`config.mk`:
```
export PLATFORM = sky130hd
export DESIGN_NAME = cp0_exc_ctrl
export DESIGN_NICKNAME = d
export VERILOG_FILES = /design/src/rtl/cp0_exc_ctrl.sv
export SDC_FILE = /design/constraint.sdc
export NUM_CORES = 1
export LEC_CHECK = 0
export CAP_MARGIN = 20
export CORE_ASPECT_RATIO = 1.5
export CORE_MARGIN = 4
export CORE_UTILIZATION = 30
export DETAILED_ROUTE_END_ITERATION = 8
export PLACE_DENSITY = 0.66
export SLEW_MARGIN = 20
export SYNTH_ARGS = -nofsm -noshare
export SYNTH_HDL_FRONTEND = slang
export SYNTH_SLANG_ARGS = --single-unit
```
`constraint.sdc`:
```
create_clock -name Clk -period 2.9 [get_ports Clk]
set_input_delay 0.725 -clock Clk [delete_from_list [all_inputs] [get_ports Clk]]
set_output_delay 0.725 -clock Clk [all_outputs]
set_load 0.02 [all_outputs]
```
`src/rtl/cp0_exc_ctrl.sv`:
```
// CP0 interrupt/exception controller: Status/Cause/EPC, irq sync,
// exception/eret/interrupt redirect. CP0_TIMER_EN adds Count/Compare.
module cp0_exc_ctrl #(
  parameter int          N_IRQ       = 6,
  parameter logic [31:0] VECTOR      = 32'h0000_0070,
  parameter int          SYNC_STAGES = 2
) (
  input  logic             Clk,
  input  logic             Clrn,
  input  logic [31:0]      Pc,
  input  logic [N_IRQ-1:0] IntReq,
  input  logic             ExcOv,
  input  logic             ExcRi,
  input  logic             ExcSys,
  input  logic             Mfc0,
  input  logic             Mtc0,
  input  logic             Eret,
  input  logic [4:0]       Rd,
  input  logic [31:0]      WData,
  output logic [31:0]      RData,
  output logic             Redirect,
  output logic [31:0]      RedirectPc,
  output logic             Kill,
  output logic [N_IRQ-1:0] IntAck,
  output logic [31:0]      Status,
  output logic [31:0]      Cause,
  output logic [31:0]      Epc
);

  localparam logic [7:0] LINE_MASK =
    8'((9'd1 << N_IRQ) - 9'd1);
`ifdef CP0_TIMER_EN
  localparam logic [7:0] IP_MASK = LINE_MASK | 8'h80;
`else
  localparam logic [7:0] IP_MASK = LINE_MASK;
`endif

  logic [N_IRQ-1:0] sync_q [SYNC_STAGES];
  logic [N_IRQ-1:0] sync_d;
  logic             ie;
  logic             exl;
  logic [7:0]       im;
  logic [7:0]       ip;
  logic [7:0]       ip_nx;
  logic [7:0]       keep;
  logic [7:0]       set_b;
  logic [7:0]       pend;
  logic [7:0]       pick;
  logic [4:0]       code;
  logic [31:0]      epc;
  logic             exc;
  logic             take;
  logic             wr;

  assign exc  = ExcRi | ExcOv | ExcSys;
  assign pend = ip & im;
  // isolate lowest set bit: lowest index wins
  assign pick = pend & (~pend + 8'd1);
  assign take = ie & ~exl & (|pick) & ~exc & ~Eret;

  assign Redirect   = exc | Eret | take;
  assign Kill       = exc | take;
  assign RedirectPc = (Eret && !exc) ? epc : VECTOR;
  assign wr         = Mtc0 & ~Redirect;

  assign Status = {16'h0, im, 6'h0, exl, ie};
  assign Cause  = {16'h0, ip, 1'b0, code, 2'b00};
  assign Epc    = epc;

`ifdef CP0_TIMER_EN
  logic [31:0] count;
  logic [31:0] compare;
  logic [31:0] count_nx;
  logic        hit;

  assign count_nx = (wr && Rd == 5'd9) ? WData
                                       : count + 32'd1;
  assign hit = (compare != 32'd0) && (count_nx == compare);

  // Count free-runs; an mtc0 overrides the increment
  always_ff @(posedge Clk or negedge Clrn) begin
    if (!Clrn) begin
      count   <= '0;
      compare <= '0;
    end else begin
      count <= count_nx;
      if (wr && Rd == 5'd11) compare <= WData;
    end
  end
`endif

  // Pending update: software clears via mask, new edges win
  always_comb begin
    keep  = 8'hFF;
    set_b = 8'(sync_q[SYNC_STAGES-1] & ~sync_d);
    if (wr && Rd == 5'd29) keep = WData[15:8];
`ifdef CP0_TIMER_EN
    if (wr && Rd == 5'd11) keep[7] = 1'b0;
    set_b[7] = hit;
`endif
    ip_nx = ((ip & keep) | set_b) & IP_MASK;
  end

  // mfc0 read mux, returns pre-edge values
  always_comb begin
    RData = '0;
    if (Mfc0) begin
      case (Rd)
        5'd28:   RData = Status;
        5'd29:   RData = Cause;
        5'd30:   RData = epc;
`ifdef CP0_TIMER_EN
        5'd9:    RData = count;
        5'd11:   RData = compare;
`endif
        default: RData = '0;
      endcase
    end
  end

  // Interrupt line synchronizers plus edge-detect history
  always_ff @(posedge Clk or negedge Clrn) begin
    if (!Clrn) begin
      for (int s = 0; s < SYNC_STAGES; s++)
        sync_q[s] <= '0;
      sync_d <= '0;
    end else begin
      sync_q[0] <= IntReq;
      for (int s = 1; s < SYNC_STAGES; s++)
        sync_q[s] <= sync_q[s-1];
      sync_d <= sync_q[SYNC_STAGES-1];
    end
  end

  // CP0 state: exception > eret > interrupt > mtc0
  always_ff @(posedge Clk or negedge Clrn) begin
    if (!Clrn) begin
      ie     <= 1'b0;
      exl    <= 1'b0;
      im     <= '0;
      ip     <= '0;
      code   <= '0;
      epc    <= '0;
      IntAck <= '0;
    end else begin
      ip     <= ip_nx;
      IntAck <= take ? pick[N_IRQ-1:0] : '0;
      if (exc) begin
        if (ExcRi)      code <= 5'd10;
        else if (ExcOv) code <= 5'd12;
        else            code <= 5'd8;
        if (!exl) begin
          if (ExcRi || ExcOv) epc <= Pc;
          else                epc <= Pc + 32'd4;
        end
        exl <= 1'b1;
      end else if (Eret) begin
        exl <= 1'b0;
      end else if (take) begin
        epc  <= Pc;
        code <= 5'd0;
        exl  <= 1'b1;
      end else if (wr && Rd == 5'd28) begin
        ie  <= WData[0];
        exl <= WData[1];
        im  <= WData[15:8];
      end else if (wr && Rd == 5'd30) begin
        epc <= WData;
      end
    end
  end

endmodule

```
# Yosys cells after proc, flatten, opt, wreduce, memory -nomap -nowiden
# Index checks and enable logic that the tools add are counted.
dict set report totals {
  reg_bits 77
  input_bits 83
  wordCells 74
}
dict set report classes {
  n_addsub 2
  eq_ne 6
  mux 21
  n_bitwise 22
  n_reduce_logical 13
}
# cell count
set op_table {}
lappend op_table {{$mux 32} 9}
lappend op_table {{$pmux 32 s3} 1}
lappend op_table {{$add 32x3->32 const B} 1}
lappend op_table {{$eq 5x5->1 const B} 3}
lappend op_table {{$mux 5} 3}
lappend op_table {{$and 6x6->6} 2}
lappend op_table {{$mux 6} 2}
lappend op_table {{$add 8x1->8 const B} 1}
lappend op_table {{$and 6x8->8} 1}
lappend op_table {{$and 8x8->8} 1}
lappend op_table {{$not 8->8} 1}
lappend op_table {{$reduce_and 4->1} 2}
lappend op_table {{$reduce_or 8->1} 1}
lappend op_table {{$mux 3} 2}
lappend op_table {{$not 6->6} 1}
lappend op_table {{$or 6x6->6} 1}
lappend op_table {{$and 1x1->1} 5}
lappend op_table {{$not 1->1} 5}
lappend op_table {{$or 1x1->1} 5}
lappend op_table {{$logic_and 1x1->1} 4}
lappend op_table {{$mux 1} 4}
lappend op_table {{$reduce_bool 4->1} 1}
lappend op_table {{$ne 3x3->1 const B} 1}
lappend op_table {{$reduce_bool 3->1} 1}
lappend op_table {{other kinds (6)} 6}

# Longest topological paths before layout
# Gate-level depths: netlist of the first run.
dict set report depth {
  ltp_word 17
  depth_mapped 9
  mapped_depth_nobuf 6
}

# Least setup slack after synthesis of the first run
# OpenSTA, ideal clock, no wires.
dict set report synth_timing {
  path_kind {in2out}
  from {input Rd[1]}
  to {output RData[10]}
  t_arrival_ns 2.314
  required_ns 2.175
  setup_slack_ns -0.139
  path_stages 5
  path_buffers 2
  path_cell_list {clkbuf_1 -> buf_1 -> nor3b_1 -> a22oi_1 -> nor2b_1}
}
dict set report synth_via {
  elab_chain_cells 3
  word_cells_on_any_way 5
}
# item line
set synth_lines {}
lappend synth_lines {{start, declared} 18} ;# input logic [4:0] Rd,
lappend synth_lines {{$eq 5x5->1} 108} ;# case (Rd)
lappend synth_lines {{$pmux 32 s3 *} 108}
lappend synth_lines {{$mux 32 *} 107} ;# if (Mfc0) begin
lappend synth_lines {{end, declared} 20} ;# output logic [31:0] RData,
# Mark *: on every way between the ends. The rest lies on a longest branch, timed or not.

# Final worst setup path of the first run
dict set report layout_timing {
  from {register ip[0]}
  to {output Redirect}
}
dict set report layout_via {
  elab_chain_cells 9
}
# item line
set layout_lines {}
lappend layout_lines {{start, declared} 43} ;# logic [7:0] ip;
lappend layout_lines {{start signal, assigned} 146} ;# ip <= ip_nx;
lappend layout_lines {{$and 6x8->8 *} 56} ;# assign pend = ip & im;
lappend layout_lines {{$not 8->8} 58} ;# assign pick = pend & (~pend + 8'd1);
lappend layout_lines {{$add 8x1->8} 58}
lappend layout_lines {{$and 8x8->8 *} 58}
lappend layout_lines {{$reduce_or 8->1 *} 59} ;# assign take = ie & ~exl & (|pick) & ~exc & ~Eret;
lappend layout_lines {{$and 1x1->1 * (3 in a row)} 59}
lappend layout_lines {{$or 1x1->1 *} 61} ;# assign Redirect = exc | Eret | take;
lappend layout_lines {{end, declared} 21} ;# output logic Redirect,
# Marked as above.

==> flow_summary.ini, run 1 <==
[hold_path]
hold_depth = 0
hold_end = sync_q[5]
hp-class = reg -> reg
hold_path.startpoint = sync_q[11]

[routing]
viasPerCell = 5.05
vias = 5213
final_antenna_net_count = 0
wl_per_cell_um = 19.2
first_pass_iters = 5
drtIter0Drc = 373
wl_um = 19800
drc = 0

[setup_path]
rr_startpoint = ip[0]
crit_path_start_kind = register
r2r_end = Epc[14]
reg2reg_slack_ns = 0.31
critical_path_peak_fanout = 5
cp.arrival_ns = 2.05
endpoint_kind = output pin
crit_type = reg -> out
crit_required_ns = 2.17
reg2reg_depth = 9

[grt]
grt_max_degree = 76
grt_pass1_wl_um = 29000
grt_overflow = 0
grt.total_usage_pct = 20.2
grt_pass1_vias = 5124
antenna_found_initial = 1

[timing]
fin_crit_ns = 2.78
setup_tns_ns = 0
timing.fmax_ghz = 0.360
period_share_pct = 95.8
setup_violations = 0
worst_pin_slew_ns = 0.623
relSlewSlack_pct = 58.5
clock_skew_ns = 0.00985
rsz0062_at_grt = false
hold_violations = 0
whs_ns = 0.338
slew_viol_final = 0

[synthesis]
ys_ff_latch = 75
syn_inst = 564
synth_edf_count = 0
ys_types = 71
yosysMostFrequentCell = dfrtp_1
synth_top_area_share_pct = 38.2
synth_area_um2 = 4910
synth-async-reset-ratio_pct = 100
synthTopCellsByArea = dfrtp_1 38%, buf_4 7.3%, and3_1 4.7%
synth_top_cell_by_area = dfrtp_1
synth_common_cells = 75 x dfrtp_1, 52 x nand2_1, 49 x nor2_1
ys_seq_area_share_pct = 38.2
synth-main-ff-cell = dfrtp_1
synth.avg_cell_area_um2 = 8.70
yosys_warnings = 0

[placement]
gp_congestion = 0.913
portBuffers = 205
place_inst = 1008
dp_hpwl_um = 15400

[cells_and_area]
area_growth_pct = 55.9
multi_input_area_um2 = 2680
drive_above_1_share_pct = 24.9
layout.area.seq_um2 = 1880
fill_cells = 1619
instances_no_fill = 1033
final_nets = 905

[power]
p_per_area_nw_per_um2 = 450
peakVddDrop_uv = 292
power.leakage_nw = 3.61

[floorplan]
initial_core_util_pct = 30.4
dieArea_um2 = 18500
rows = 57
core_um2 = 16100
die_h_um = 165
fp.dieW_um = 112
num_io_pins = 251

[clock_tree]
htree_levels = 3
cts.sinks = 75
cts_hold_buf = 0
clk_path_buf_depth = 2
clock_latency_ns = 0.34
clk_pin_slew_ns = 0.06
cts_root_buf = clkbuf_16
numCtsBuffers = 9
cts_tree = built

[run]
cap_viol_max_count = 0

[status]
outcome = completed
cell families (layout without fill, tap and decap cells):
| group | Yosys count | in the layout | share of synthesized area [%] |
|---|---|---|---|
| adders and majority gates | 1 | 1 | 0.255 |
| muxes | 23 | 23 | 5.10 |
| and+or+nand+nor | 245 | 245 | 26.4 |
| AOI/OAI and AO/OA | 123 | 123 | 17.8 |
| DFF | 75 | 75 | 38.2 |
| other | 1 | 46 | 0.0764 |
| buffers and inverters | 96 | 314 | 12.1 |
worst max path at each step:
| stage | endpoint | startpoint | slack, ns |
|---|---|---|---|
| after floorplan | RedirectPc[22] | ExcRi | 0.07 |
| after global placement | Redirect | ExcRi | -0.60 |
| after detailed placement | Redirect | ExcRi | -0.62 |
| after CTS | Redirect | ExcOv | -0.03 |
| after global routing | Redirect | ip[0] | 0.04 |
| final | Redirect | ip[0] | 0.12 |
power by group:
group,switching [mW],internal [mW]
registers,0.139,1.17
clock network,0.456,0.697
logic,0.514,0.469
total,1.11,2.34
flip-flops by register name, indices dropped and copies added (netlist names):
register,count
sync_q,12
IntAck,6
Epc,32
exl,1
ip,6
sync_d,6
ie,1
im,8
code,3
metal layers:
layer	up-vias	GRT usage [%]	share of wire, %
met2	221	38.4	54
li1	2469	-	-
met3	31	4.36	7.3
met1	2492	21.6	36
met4	0	7.93	3.1
met5	-	0	0
worst max-delay path: stages (launching register included):
cell and delay (ns):
dfrtp_1 0.42, a222oi_1 0.62, a211oi_4 0.15, or3_4 0.38, buf_6 0.14
cell type report:
cell class | instances | area share (%)
multi-input cells | 437 | 35.0
repair buffers | 287 | 32.5
flip-flops and latches | 75 | 24.5
well taps | 206 | 3.37
clock buffers | 10 | 3.12
clock inverters | 6 | 0.948
inverters | 11 | 0.540
diodes | 1 | 0.0327
what timing repair did:
action / CTS / global route
setup endpoints to repair: 66 / 66
pin swaps: 5 / 6
resized for setup: 278 / 28
cloned: 1 / 1
hold endpoints to repair: 0 / 0
buffers inserted: 3 / 3
stage by stage:
| stage | setup WS, ns | power, mW | instance area (µm²) | utilization, % |
|---|---|---|---|---|
| 2_1_floorplan | 0.0712 | 1.78 | 5080 | - |
| 6_report | 0.123 | 3.45 | 7650 | 47.5 |
| 4_1_cts | -0.0283 | 3.47 | 7540 | 46.8 |
| 5_1_grt | 0.0395 | 3.60 | 7650 | 47.5 |
| 3_3_place_gp | -0.604 | 2.30 | 7430 | 46.1 |
| 3_5_place_dp | -0.623 | 2.32 | 7430 | 46.1 |
cells in the final DEF, fill, tap and decap left out, types with 9 or more instances in the layout:
cell type        instances
a21oi_1                 14
a22oi_1                 10
a31oi_1                 13
and2_1                  23
and3_1                  36
buf_2                   56
buf_4                   73
buf_6                   11
clkbuf_16                9
clkdlybuf4s50_1        129
conb_1                  45
dfrtp_1                 75
inv_1                   10
mux2_2                  16
nand2_1                 50
nand3_1                 18
nand4_1                 10
nor2_1                  48
nor2b_1                  9
nor3_1                  13
o21ai_0                 29
No activity file was read; power rests on OpenSTA's default activity.
==> run 2: changes to the inputs <==
Settings changed: CORE_ASPECT_RATIO 1.5 to default.
==> run 2 against run 1 <==
Compared with the run above: sequential cell count did not move; non-clock buffer count rose by 9; global-route usage rose by 1.2 points; core utilization rose by 1.3 points; combinational power barely moved; first-iteration DRC count rose by 11%; hold slack got worse by 0.050 ns; largest cell class unchanged.
==> flow_summary.ini, run 2 (same netlist as run 1, synthesis figures left out) <==
[status]
outcome = completed

[placement]
gp_congestion = 0.881
place_area_um2 = 7560
place_ws_ns = -0.618
dp_hpwl_um = 15300
portBuffers = 205
place_inst = 1029

[setup_path]
cp-startpoint = ExcRi
rr_startpoint = ip[1]
crit_required_ns = 2.17
reg2reg_depth = 9
crit_path_start_kind = input port
reg2reg_slack_ns = 0.58
endpoint_kind = output pin
r2r_end = Epc[30]
cp.arrival_ns = 2.14
critical_path_peak_fanout = 4
crit_type = in -> out
endpoint = Redirect

[floorplan]
num_io_pins = 251
core_um2 = 15900
die_h_um = 136
dieArea_um2 = 18500
initial_core_util_pct = 30.8
rows = 46
fp.dieW_um = 136

[clock_tree]
cts_hold_buf = 0
cts_root_buf = clkbuf_16
clk_path_buf_depth = 2
cts.sinks = 75
numCtsBuffers = 9
clock_latency_ns = 0.34
cts_tree = built
htree_levels = 3
clk_pin_slew_ns = 0.07

[timing]
fin_crit_ns = 2.86
period_share_pct = 98.7
timing.fmax_ghz = 0.349
relSlewSlack_pct = 66.1
slew_viol_final = 0
hold_violations = 0
setup_violations = 0
whs_ns = 0.288
clock_skew_ns = 0.00711
rsz0062_at_grt = false
worst_pin_slew_ns = 0.504
final.setup.worst_slack_ns = 0.0371

[grt]
grt_max_degree = 52
grt_overflow = 0
grt_pass1_wl_um = 30400
antenna_found_initial = 1
grt_pass1_vias = 5204
grt.total_usage_pct = 21.4

[cells_and_area]
mostFrequentLayoutCells = 130 x clkdlybuf4s50_1, 94 x buf_4, 75 x dfrtp_1
drive_above_1_share_pct = 25.8
largest_reg_flops = 32
instances_no_fill = 1052
final_nets = 914
area_growth_pct = 58.6
layout_commonest_cell = clkdlybuf4s50_1
final_cell_area_um2 = 7780

[routing]
drtIter0Drc = 414
wl_per_cell_um = 19.4
vias = 5363
drc = 0
viasPerCell = 5.10
first_pass_iters = 6
final_antenna_net_count = 0
wl_um = 20400

[run]
cap_viol_max_count = 0

[power]
peakVddDrop_uv = 289
p_per_area_nw_per_um2 = 443
finalPower_mw = 3.44
power.leakage_nw = 3.63

[hold_path]
hp-class = in -> async
==> run 2: changes by cell type in the layout (fill, tap and decap cells not counted), sizes merged <==
cell	before	now
buf	145	156
clkdlybuf4s15	4	2
inv	12	11
clkdlybuf4s50	129	130
diode	1	2
dlymetal6s2s	8	7
clkinvlp	1	2
clkbuf	10	9
==> run 2: worst min path at each step <==
stage,startpoint,endpoint,slack [ns]
final,Clrn,sync_q[10],0.29
after global routing,Clrn,sync_q[4],0.31
after CTS,Clrn,sync_q[10],0.30
after detailed placement,sync_q[7],sync_q[1],0.33
after global placement,sync_q[6],sync_q[0],0.33
after floorplan,sync_q[6],sync_q[0],0.33
==> run 2: power breakdown <==
group	internal, mW	switching (mW)	leakage (nW)	total, mW
clock network	0.663	0.464	0.137	1.13
logic	0.483	0.525	2.61	1.01
registers	1.17	0.139	0.885	1.31
==> run 2: area by class of cell <==
cell class	count	area [µm²]
tap	216	270
multi-input combinational	437	2680
timing repair buffer	296	2610
sequential	75	1880
fill	1552	8160
clock buffer	9	225
inverter	11	41.3
antenna	2	5.00
clock inverter	6	67.6
==> run 2: worst max-delay path, stage by stage <==
cell,delay [ns]
clkdlybuf4s50_1,0.41
or3_4,0.44
or3_4,0.41
buf_6,0.14
==> run 2: layer usage <==
| metal | wire, µm | track usage (%) | share of wire, % | vias up |
|---|---|---|---|---|
| li1 | - | - | - | 2492 |
| met1 | 8820 | 29.2 | 43 | 2575 |
| met5 | 0 | 0 | 0 | - |
| met3 | 1780 | 4.85 | 8.7 | 30 |
| met4 | 382 | 6.55 | 1.9 | 0 |
| met2 | 9440 | 34.0 | 46 | 266 |
==> run 2: what timing repair did <==
action	4_1_cts	5_1_grt
gates resized for setup	300	17
buffers inserted	3	1
setup endpoints to repair	65	63
gates cloned	2	1
pin swaps	4	6
==> run 2: metrics by stage <==
step	utilization [%]	TNS, ns
2_1_floorplan	-	0
3_3_place_gp	47.4	-34.08
3_5_place_dp	47.4	-36.17
4_1_cts	48.5	-0.265
5_1_grt	48.8	0
6_report	48.8	0
==> run 3: changes to the inputs <==
Settings changed: CORE_MARGIN 4 to default, SKIP_CTS_REPAIR_TIMING from default to 1.
==> run 3 against run 2 <==
Compared with the run above: the flow now finishes with violations (setup timing); critical path depth up 2; global-route usage up 1.3 points; maximum frequency decreased by 2.0%; cell area rose by 4.1%; final cell count is essentially flat; clock-buffer cell count is 1 higher; hold slack better by 0.049 ns; clock power up 13%; sequential power barely moved; clock skew down 0.0031 ns; die area shrank 8.6%; largest cell class is now non-clock buffers; largest power group unchanged; highest routed layer is now met5.
==> flow_summary.ini, run 3 (same netlist as run 1, synthesis figures left out) <==
[routing]
viasPerCell = 5.09
vias = 5355
drc = 0
drtIter0Drc = 316
wl_per_cell_um = 18.9
final_antenna_net_count = 0
wl_um = 19900
first_pass_iters = 5

[floorplan]
fp.dieW_um = 130
die_h_um = 130
rows = 46
initial_core_util_pct = 30.8
core_um2 = 15900
dieArea_um2 = 16900
num_io_pins = 251

[run]
cap_viol_max_count = 0

[timing]
rsz0062_at_grt = true
worst_pin_slew_ns = 0.510
period_share_pct = 101
final.setup.worst_slack_ns = -0.0207
relSlewSlack_pct = 65.7
fin_crit_ns = 2.92
timing.fmax_ghz = 0.342
slew_viol_final = 0
setup_violations = 9
hold_violations = 0
clock_skew_ns = 0.00402

[cells_and_area]
final_nets = 916
diodes = 0
area_growth_pct = 65.0
layout_commonest_cell = clkdlybuf4s50_1
fill_cells = 1536
drive_above_1_share_pct = 22.3
instances_no_fill = 1053
final_cell_area_um2 = 8100
mostFrequentLayoutCells = 131 x clkdlybuf4s50_1, 91 x buf_4, 75 x dfrtp_1
largest_reg_flops = 32

[setup_path]
critical_path_peak_fanout = 9
cp_top_family = simple AND/OR/NAND/NOR gates
slowest_delay_ns = 0.43
crit_required_ns = 2.17
crit_path_cell_trace = clkdlybuf4s50_1 > and4b_2 > and3_4 > clkbuf_16 > and2_1 > buf_6
crit_slowest_cell = clkdlybuf4s50_1
cp.arrival_ns = 2.20
path_buf_inv = 3
reg2reg_slack_ns = 0.34
crit_type = in -> out
endpoint_kind = output pin
crit_path_start_kind = input port

[clock_tree]
htree_levels = 3
clk_pin_slew_ns = 0.06
cts_root_buf = clkbuf_16
cts.sinks = 75
cts_tree = built
clock_latency_ns = 0.34
numCtsBuffers = 9
clk_path_buf_depth = 2

[placement]
gp_congestion = 0.868
portBuffers = 205
dp_hpwl_um = 14900
place_area_um2 = 7540
place_ws_ns = -0.556
place_inst = 1030

[power]
intPower_mw = 2.44
power.leakage_nw = 4.16
combPwrFrac_pct = 27.9
p_sw_mw = 1.15
switching_share_pct = 32.0
p_per_area_nw_per_um2 = 444
p_clk_share_pct = 35.7
peakVddDrop_uv = 307
seqPwrFrac_pct = 36.4

[grt]
antenna_found_initial = 2
grt_overflow = 0
grt_max_degree = 36
grt_pass1_vias = 5018
grt_pass1_wl_um = 28600
grt.total_usage_pct = 22.7

[hold_path]
hp-class = in -> async

[status]
failed_checks = setup timing
outcome = complete, but fails checks
run 3: final timing paths:
| path | from | end | depth (start not counted) |
|---|---|---|---|
| max in group asynchronous | Clrn | Epc[25] | 2 |
| hold / removal | Clrn | sync_q[5] | 1 |
| min in group Clk | sync_q[9] | sync_q[3] | 0 |
| hold reg to reg | sync_q[9] | sync_q[3] | 0 |
| setup / recovery | Rd[0] | RData[18] | 6 |
| setup reg to reg | ip[3] | Epc[14] | 11 |
run 3: stage by stage:
| stage | hold slack, ns | setup TNS (ns) | util (%) | total power [mW] |
|---|---|---|---|---|
| after floorplan | 0.331 | 0 | - | 1.78 |
| after global placement | 0.333 | -33.22 | 47.3 | 2.31 |
| after detailed placement | 0.336 | -34.15 | 47.3 | 2.32 |
| after CTS | 0.351 | -30.07 | 49.4 | 3.61 |
| after global routing | 0.355 | -0.444 | 50.8 | 3.74 |
| final | 0.337 | -0.125 | 50.8 | 3.59 |
run 3: layer usage:
metal	vias up	GRT usage, %	share of wire, %
met5	-	0	0.060
met4	2	7.11	2.0
met3	31	4.72	8.4
met2	264	36.9	47
met1	2575	30.2	43
li1	2483	-	-
run 3: power groups by stage:
stage                     sequential (mW)  clock (mW)  combinational, mW
after floorplan                      1.42           0              0.366
after global placement               1.33           0              0.983
after detailed placement             1.33           0              0.992
after CTS                            1.31        1.30              0.998
after global routing                 1.33        1.34               1.08
final                                1.31        1.28               1.00
run 3: area by class of cell:
cell class / instances / area, µm² / share of cell area, %
sequential: 75 / 1880 / 23.2
tap: 216 / 270 / 3.34
clock buffer: 10 / 239 / 2.95
inverter: 11 / 41.3 / 0.510
timing repair buffer: 298 / 2910 / 35.9
clock inverter: 6 / 96.3 / 1.19
multi-input combinational: 437 / 2660 / 32.9
run 3: worst reg2reg max path, cell delays in order, from the launching register on:
cell and delay, ns:
dfrtp_1 0.38, a222oi_1 0.47, buf_4 0.21, a211oi_2 0.06, buf_4 0.15, buf_12 0.12, buf_4 0.12, buf_4 0.14
a211o_1 0.29, buf_4 0.17, o21a_1 0.11, a32o_1 0.24
==> patch 1 (flow settings as in run 2) <==
Add a define of `CP0_TIMER_EN`.
--- a/src/rtl/cp0_exc_ctrl.sv
+++ b/src/rtl/cp0_exc_ctrl.sv
@@ -1,4 +1,6 @@
 // CP0 interrupt/exception controller: Status/Cause/EPC, irq sync,
 // exception/eret/interrupt redirect. CP0_TIMER_EN adds Count/Compare.
+`define CP0_TIMER_EN
+
 module cp0_exc_ctrl #(
   parameter int          N_IRQ       = 6,
Formal check against the unedited RTL: not equivalent (Yosys sat finds a counterexample within 4 cycles, from zero or initial values).
==> patch 1 against run 2 <==
The run now ends with negative setup slack left; routed wire length grew 95%; via count grew 90%; power grew 87%; area after synthesis grew 84%; final area grew 74%; clock power grew 100%; sequential cell count grew 65; setup slack lost 0.27 ns; count of clock-buffer cells in the layout grew 8.
==> patch 1: results (changes against run 2) <==
| Metric | Value |
|---|---|
| Outcome | finished, violations left (was complete, no violations) |
| Number of synthesis warnings | 0 (unchanged) |
| Cell Area, Placed | 12750 um2 (was 7560 um2) |
| 1st-iter DRT viols | 1248 (was 414) |
| Clk_lat worst skew | 0.44 ns (was 0.34 ns) |
| TritonCTS buffer count | 17 (was 9) |
| Library cells used by synthesis | 64 (was 71) |
| Setup TNS | -0.6251 ns (was 0 ns) |
| Seq/Total Area, Yosys | 38.81% (was 38.25%) |
| Synth Area in XOR/XNOR | 5.143% (was 0%) |
| First-pass GRT wire length | 59.93 mm (was 30.45 mm) |
| Initial antenna violation count | 4 (was 1) |
| Number of routed nets with antenna violations | 0 (unchanged) |
| Layout cells sized above 1 | 26.65% (was 25.78%) |
| CP peak stage delay | 0.41 ns (was 0.44 ns) |
| Relative slew margins | 58.60% (was 66.07%) |
| Slowest-stage cell, CP | a222oi_1 (was or3_4) |
| CP Capture Type | output pin (unchanged) |
| Post-synthesis mux area share | 6.044% (was 5.099%) |
| Adder-cell area share of the yosys netlist | 0.2772% (was 0.2550%) |
| Buffers on Ports | 206 (was 205) |
| CP Data Arrival Time | 2.40 ns (was 2.14 ns) |
| Violated checks | negative setup slack |
| Total GRT Usage | 23.31% (was 21.42%) |
| Setup Viol. Count Final | 3 (was 0) |
| Worst-path fanout max | 3 (was 4) |
| Most used DFF post-synth | dfrtp_1 (unchanged) |
| Largest net degree at the start of global routing | 61 (was 52) |
| LEAKAGE | 6.034 nW (was 3.631 nW) |
| GPL Wtd Cong | 0.9709 (was 0.8810) |
| Drt total wl | 39.88 mm (was 20.43 mm) |
| Compound-cell area share of the yosys netlist | 18.89% (was 17.77%) |
| Drt first pass iters | 9 (was 6) |
| Layout net count | 1558 (was 914) |
| DP Wirelength | 31.00 mm (was 15.29 mm) |
| Final worst-path setup slack | -0.2287 ns (was 0.03708 ns) |
| R2R cell count | 10 (was 9) |
| Max VDD drop | 0.3078 mV (was 0.2893 mV) |
| Largest cells by area after synthesis | dfrtp_1 39%, nand2_1 5.6%, nor2_1 5.2%, a21oi_1 4.9%, o21ai_0 4.6% (was dfrtp_1 38%, buf_4 7.3%, and3_1 4.7%, nand2_1 4.0%, nor2_1 3.7%) |
| Setup Skew | 0.01287 ns (was 0.007110 ns) |
[patch 1: cell families (layout without fill, tap and decap cells)]
family | after synthesis | count (layout)
AOI/OAI and AO/OA | 279 | 279
xor gates and xnor gates | 53 | 53
adders and majority gates | 2 | 2
buffers and inverters | 143 | 484
DFF | 140 | 140
muxes | 50 | 50
other | 1 | 46
and+or+nand+nor | 434 | 434
[patch 1: path summary, 6_finish.rpt]
kind / startpoint / to / slack [ns]
setup / recovery: ip[0]$_DFF_PN0_ / Redirect / -0.23
hold / removal: Clrn / sync_q[9]$_DFF_PN0_ / 0.28
setup reg to reg: ip[0]$_DFF_PN0_ / ip[7]$_DFF_PN0_ / -0.18
hold reg to reg: sync_q[7]$_DFF_PN0_ / sync_q[1]$_DFF_PN0_ / 0.35
max in group asynchronous: Clrn / compare[29]$_DFFE_PN0P_ / 1.87
min in group Clk: sync_q[7]$_DFF_PN0_ / sync_q[1]$_DFF_PN0_ / 0.35
[patch 1: through the flow]
stage               power, mW  cells
global placement        4.102   1821
CTS                     6.423   1877
detailed placement      4.118   1821
floorplan               3.193   1145
global route            6.658   1878
finish                  6.457   1878
[patch 1: timing repair]
action	4_1_cts	5_1_grt
pin swaps	17	20
buffers inserted	20	3
gates cloned	4	2
setup endpoints to repair	67	54
gates resized for setup	324	47
[patch 1: cell type report]
| type | instances | area [um2] |
|---|---|---|
| fillers | 2863 | 16110 |
| diodes | 2 | 5.005 |
| multi-input cells | 862 | 5154 |
| repair buffers | 420 | 3655 |
| well taps | 390 | 488.0 |
| inverters | 32 | 120.1 |
| clock inverters | 15 | 178.9 |
| clock buffers | 17 | 425.4 |
| flip-flops and latches | 140 | 3503 |
[patch 1: routing by layer]
layer | global-route usage [%] | share of wire, % | vias up
met3 | 3.766 | 8.5 | 100
met5 | 0 | 0.033 | -
met1 | 31.33 | 41 | 4907
met2 | 37.47 | 47 | 571
met4 | 9.667 | 3.9 | 2
li1 | - | - | 4596
[patch 1: power by group]
group / total [mW] / internal, mW / switching [mW]
sequential: 2.53 / 2.16 / 0.374
combinational: 1.64 / 0.764 / 0.881
clock: 2.28 / 1.30 / 0.980
[patch 1: critical path: cells and delay by family, from the launching register on]
kind	cells	cell delay (ns)
and+or+nand+nor	3	0.65
AOI/OAI and AO/OA	1	0.41
buffers and inverters	3	0.51
DFF	1	0.40
==> patch 2 (flow settings as in run 2) <==
Without the edit above. Register the output `Status`, with the module's reset; this adds one clock of latency there. The other outputs are not delayed to match.
--- a/src/rtl/cp0_exc_ctrl.sv
+++ b/src/rtl/cp0_exc_ctrl.sv
@@ -30,4 +30,6 @@
   localparam logic [7:0] LINE_MASK =
     8'((9'd1 << N_IRQ) - 9'd1);
+
+  logic [31:0] Status_d;
 `ifdef CP0_TIMER_EN
   localparam logic [7:0] IP_MASK = LINE_MASK | 8'h80;
@@ -64,5 +66,5 @@
   assign wr         = Mtc0 & ~Redirect;
 
-  assign Status = {16'h0, im, 6'h0, exl, ie};
+  assign Status_d = {16'h0, im, 6'h0, exl, ie};
   assign Cause  = {16'h0, ip, 1'b0, code, 2'b00};
   assign Epc    = epc;
@@ -107,5 +109,5 @@
     if (Mfc0) begin
       case (Rd)
-        5'd28:   RData = Status;
+        5'd28:   RData = Status_d;
         5'd29:   RData = Cause;
         5'd30:   RData = epc;
@@ -171,4 +173,12 @@
   end
 
+  always_ff @(posedge Clk or negedge Clrn) begin
+    if (!Clrn) begin
+      Status <= '0;
+    end else begin
+      Status <= Status_d;
+    end
+  end
+
 endmodule
 
Behaviour: not the same (a bounded check fails within 4 cycles, from zero or initial values).
==> patch 2 against run 2 <==
Sequential power rose by 9.9%; power rose by 4.7%; sequential cell count rose by 10; setup slack lost 0.0020 ns; area after synthesis up 5.5%; combinational power up 4%; final area is 4.2% higher; routed wire length is 8.1% higher; critical endpoint is now RedirectPc[9]; largest cell class unchanged.
==> patch 2: results (changes against run 2) <==
| Metric | Value |
|---|---|
| Outcome | complete, no violations (unchanged) |
| Largest net degree at the start of global routing | 45 (was 52) |
| FF-to-FF Start | ip[0]$_DFF_PN0_ (was ip[1]$_DFF_PN0_) |
| Number of non-clock buffers | 304 (was 296) |
| Layout cells sized above 1 | 24.56% (was 25.78%) |
| Largest cells by area after synthesis | dfrtp_1 41%, buf_4 6.8%, o21ai_0 5.1%, and3_1 4.2%, a21oi_1 3.9% (was dfrtp_1 38%, buf_4 7.3%, and3_1 4.7%, nand2_1 4.0%, nor2_1 3.7%) |
| Synthesis-to-layout area growth | 56.75% (was 58.57%) |
| Clock buffer count | 11 (was 9) |
| Crit. Startpoint | ExcSys (was ExcRi) |
| LEAKAGE | 3.680 nW (was 3.631 nW) |
| Multi-input combinational cell area | 2703 um2 (was 2684 um2) |
| Synth cell count leaders | 85 x dfrtp_1, 53 x o21ai_0, 47 x buf_4 (was 75 x dfrtp_1, 52 x nand2_1, 49 x nor2_1) |
| Worst r2r dst | Epc[4]$_DFFE_PN0P_ (was Epc[30]$_DFFE_PN0P_) |
| Drt total wl | 22.09 mm (was 20.43 mm) |
| Seq/Total Area, Yosys | 41.10% (was 38.25%) |
| R2R cell count | 8 (was 9) |
| Cell Area, Placed | 7941 um2 (was 7560 um2) |
| Initial antenna violation count | 0 (was 1) |
| First-pass GRT wire length | 32.75 mm (was 30.45 mm) |
| Sequential cell area share | 26.22% (was 24.12%) |
| Max VDD drop | 0.2638 mV (was 0.2893 mV) |
| Setup Skew | 0.007943 ns (was 0.007110 ns) |
| Layout net count | 934 (was 914) |
| Clk tree area frac | 3.424% (was 3.763%) |
| Sw Share | 33.58% (was 32.74%) |
| Layout non-clock buf frac | 33.13% (was 33.56%) |
| Min Tclk post-route | 2.865 ns (was 2.863 ns) |
| #MultiIn Comb | 439 (was 437) |
| WL/cell | 20.55 um (was 19.42 um) |
| Reg-to-reg setup timing slack | 0.67 ns (was 0.58 ns) |
| Via count | 5556 (was 5363) |
| Library cells used by synthesis | 68 (was 71) |
| Filler cells | 1678 (was 1552) |
| Antenna diodes | 0 (was 2) |
| Hold crit path type | register to register (was primary input to async pin) |
| GPL Wtd Cong | 0.9407 (was 0.8810) |
| Setup crit end | RedirectPc[9] (was Redirect) |
| Mean post-synth cell area | 9.047 um2 (was 8.701 um2) |
## patch 2: cell count changes in the layout (fill, tap and decap cells not counted), sizes merged, moves of 6 or more
| cell | run 2 | this run |
|---|---|---|
| nor2 | 51 | 21 |
| clkbuf | 9 | 26 |
| a21oi | 14 | 42 |
| buf | 156 | 142 |
| dfrtp | 75 | 85 |
| nor4 | 4 | 10 |
| dlygate4sd2 | 1 | 9 |
| o21ai | 31 | 55 |
| nand2 | 52 | 32 |
| nor3 | 14 | 7 |
| a31oi | 13 | 21 |
## patch 2: through the flow
stage / power, mW / hold slack (ns)
after floorplan: 1.921 / 0.3312
after global placement: 2.493 / 0.3323
after detailed placement: 2.505 / 0.3362
after CTS: 3.606 / 0.3538
after global routing: 3.760 / 0.3614
final: 3.604 / 0.3532
## patch 2: layer usage
layer  share of wire [%]  vias up  global-route usage, %
li1                    -     2594                      -
met1                  45     2656                  29.95
met2                  45      273                  33.26
met3                 8.4       33                  5.043
met4                 2.0        0                  6.591
met5                   0        -                      0
## patch 2: logic make-up after synthesis
family	Yosys count	synth area share [%]
AO/OA/AOI/OAI	174	21.25
AND/OR/NAND/NOR	198	22.27
multiplexers	21	4.449
buffers and inverters	92	10.61
other	1	0.07246
adder cells (fa/ha/maj)	1	0.2417
flip-flops	85	41.10
## patch 2: repair_timing
item | 4_1_cts | 5_1_grt
pin swaps | 3 | 0
hold buffers | 0 | 0
gates cloned | 1 | 2
endpoints found under the setup margin | 66 | 53
buffers inserted | 2 | 1
gates resized for setup | 223 | 39
## patch 2: power groups by stage
stage	Clock, mW	Combinational, mW	Sequential [mW]
after detailed placement	0	1.04	1.46
after floorplan	0	0.377	1.54
final	1.12	1.05	1.44
after global routing	1.18	1.12	1.46
after global placement	0	1.04	1.46
after CTS	1.13	1.04	1.44
## patch 2: critical path, cell delays in order
cell and delay, ns:
clkdlybuf4s50_1 0.42, buf_4 0.18, nor3_4 0.15, buf_12 0.16, clkbuf_16 0.18, and3_1 0.16, buf_2 0.16
## patch 2: how the worst min path moves through the flow
| stage | startpoint | end | slack [ns] | cells past startpoint |
|---|---|---|---|---|
| 2_1_floorplan | sync_q[6]$_DFF_PN0_ | sync_q[0]$_DFF_PN0_ | 0.33 | 0 |
| 3_3_place_gp | sync_q[11]$_DFF_PN0_ | sync_q[5]$_DFF_PN0_ | 0.33 | 0 |
| 3_5_place_dp | sync_q[11]$_DFF_PN0_ | sync_q[5]$_DFF_PN0_ | 0.34 | 0 |
| 4_1_cts | sync_q[11]$_DFF_PN0_ | sync_q[5]$_DFF_PN0_ | 0.35 | 0 |
| 5_1_grt | sync_q[10]$_DFF_PN0_ | sync_q[4]$_DFF_PN0_ | 0.36 | 0 |
| 6_report | sync_q[11]$_DFF_PN0_ | sync_q[5]$_DFF_PN0_ | 0.35 | 0 |
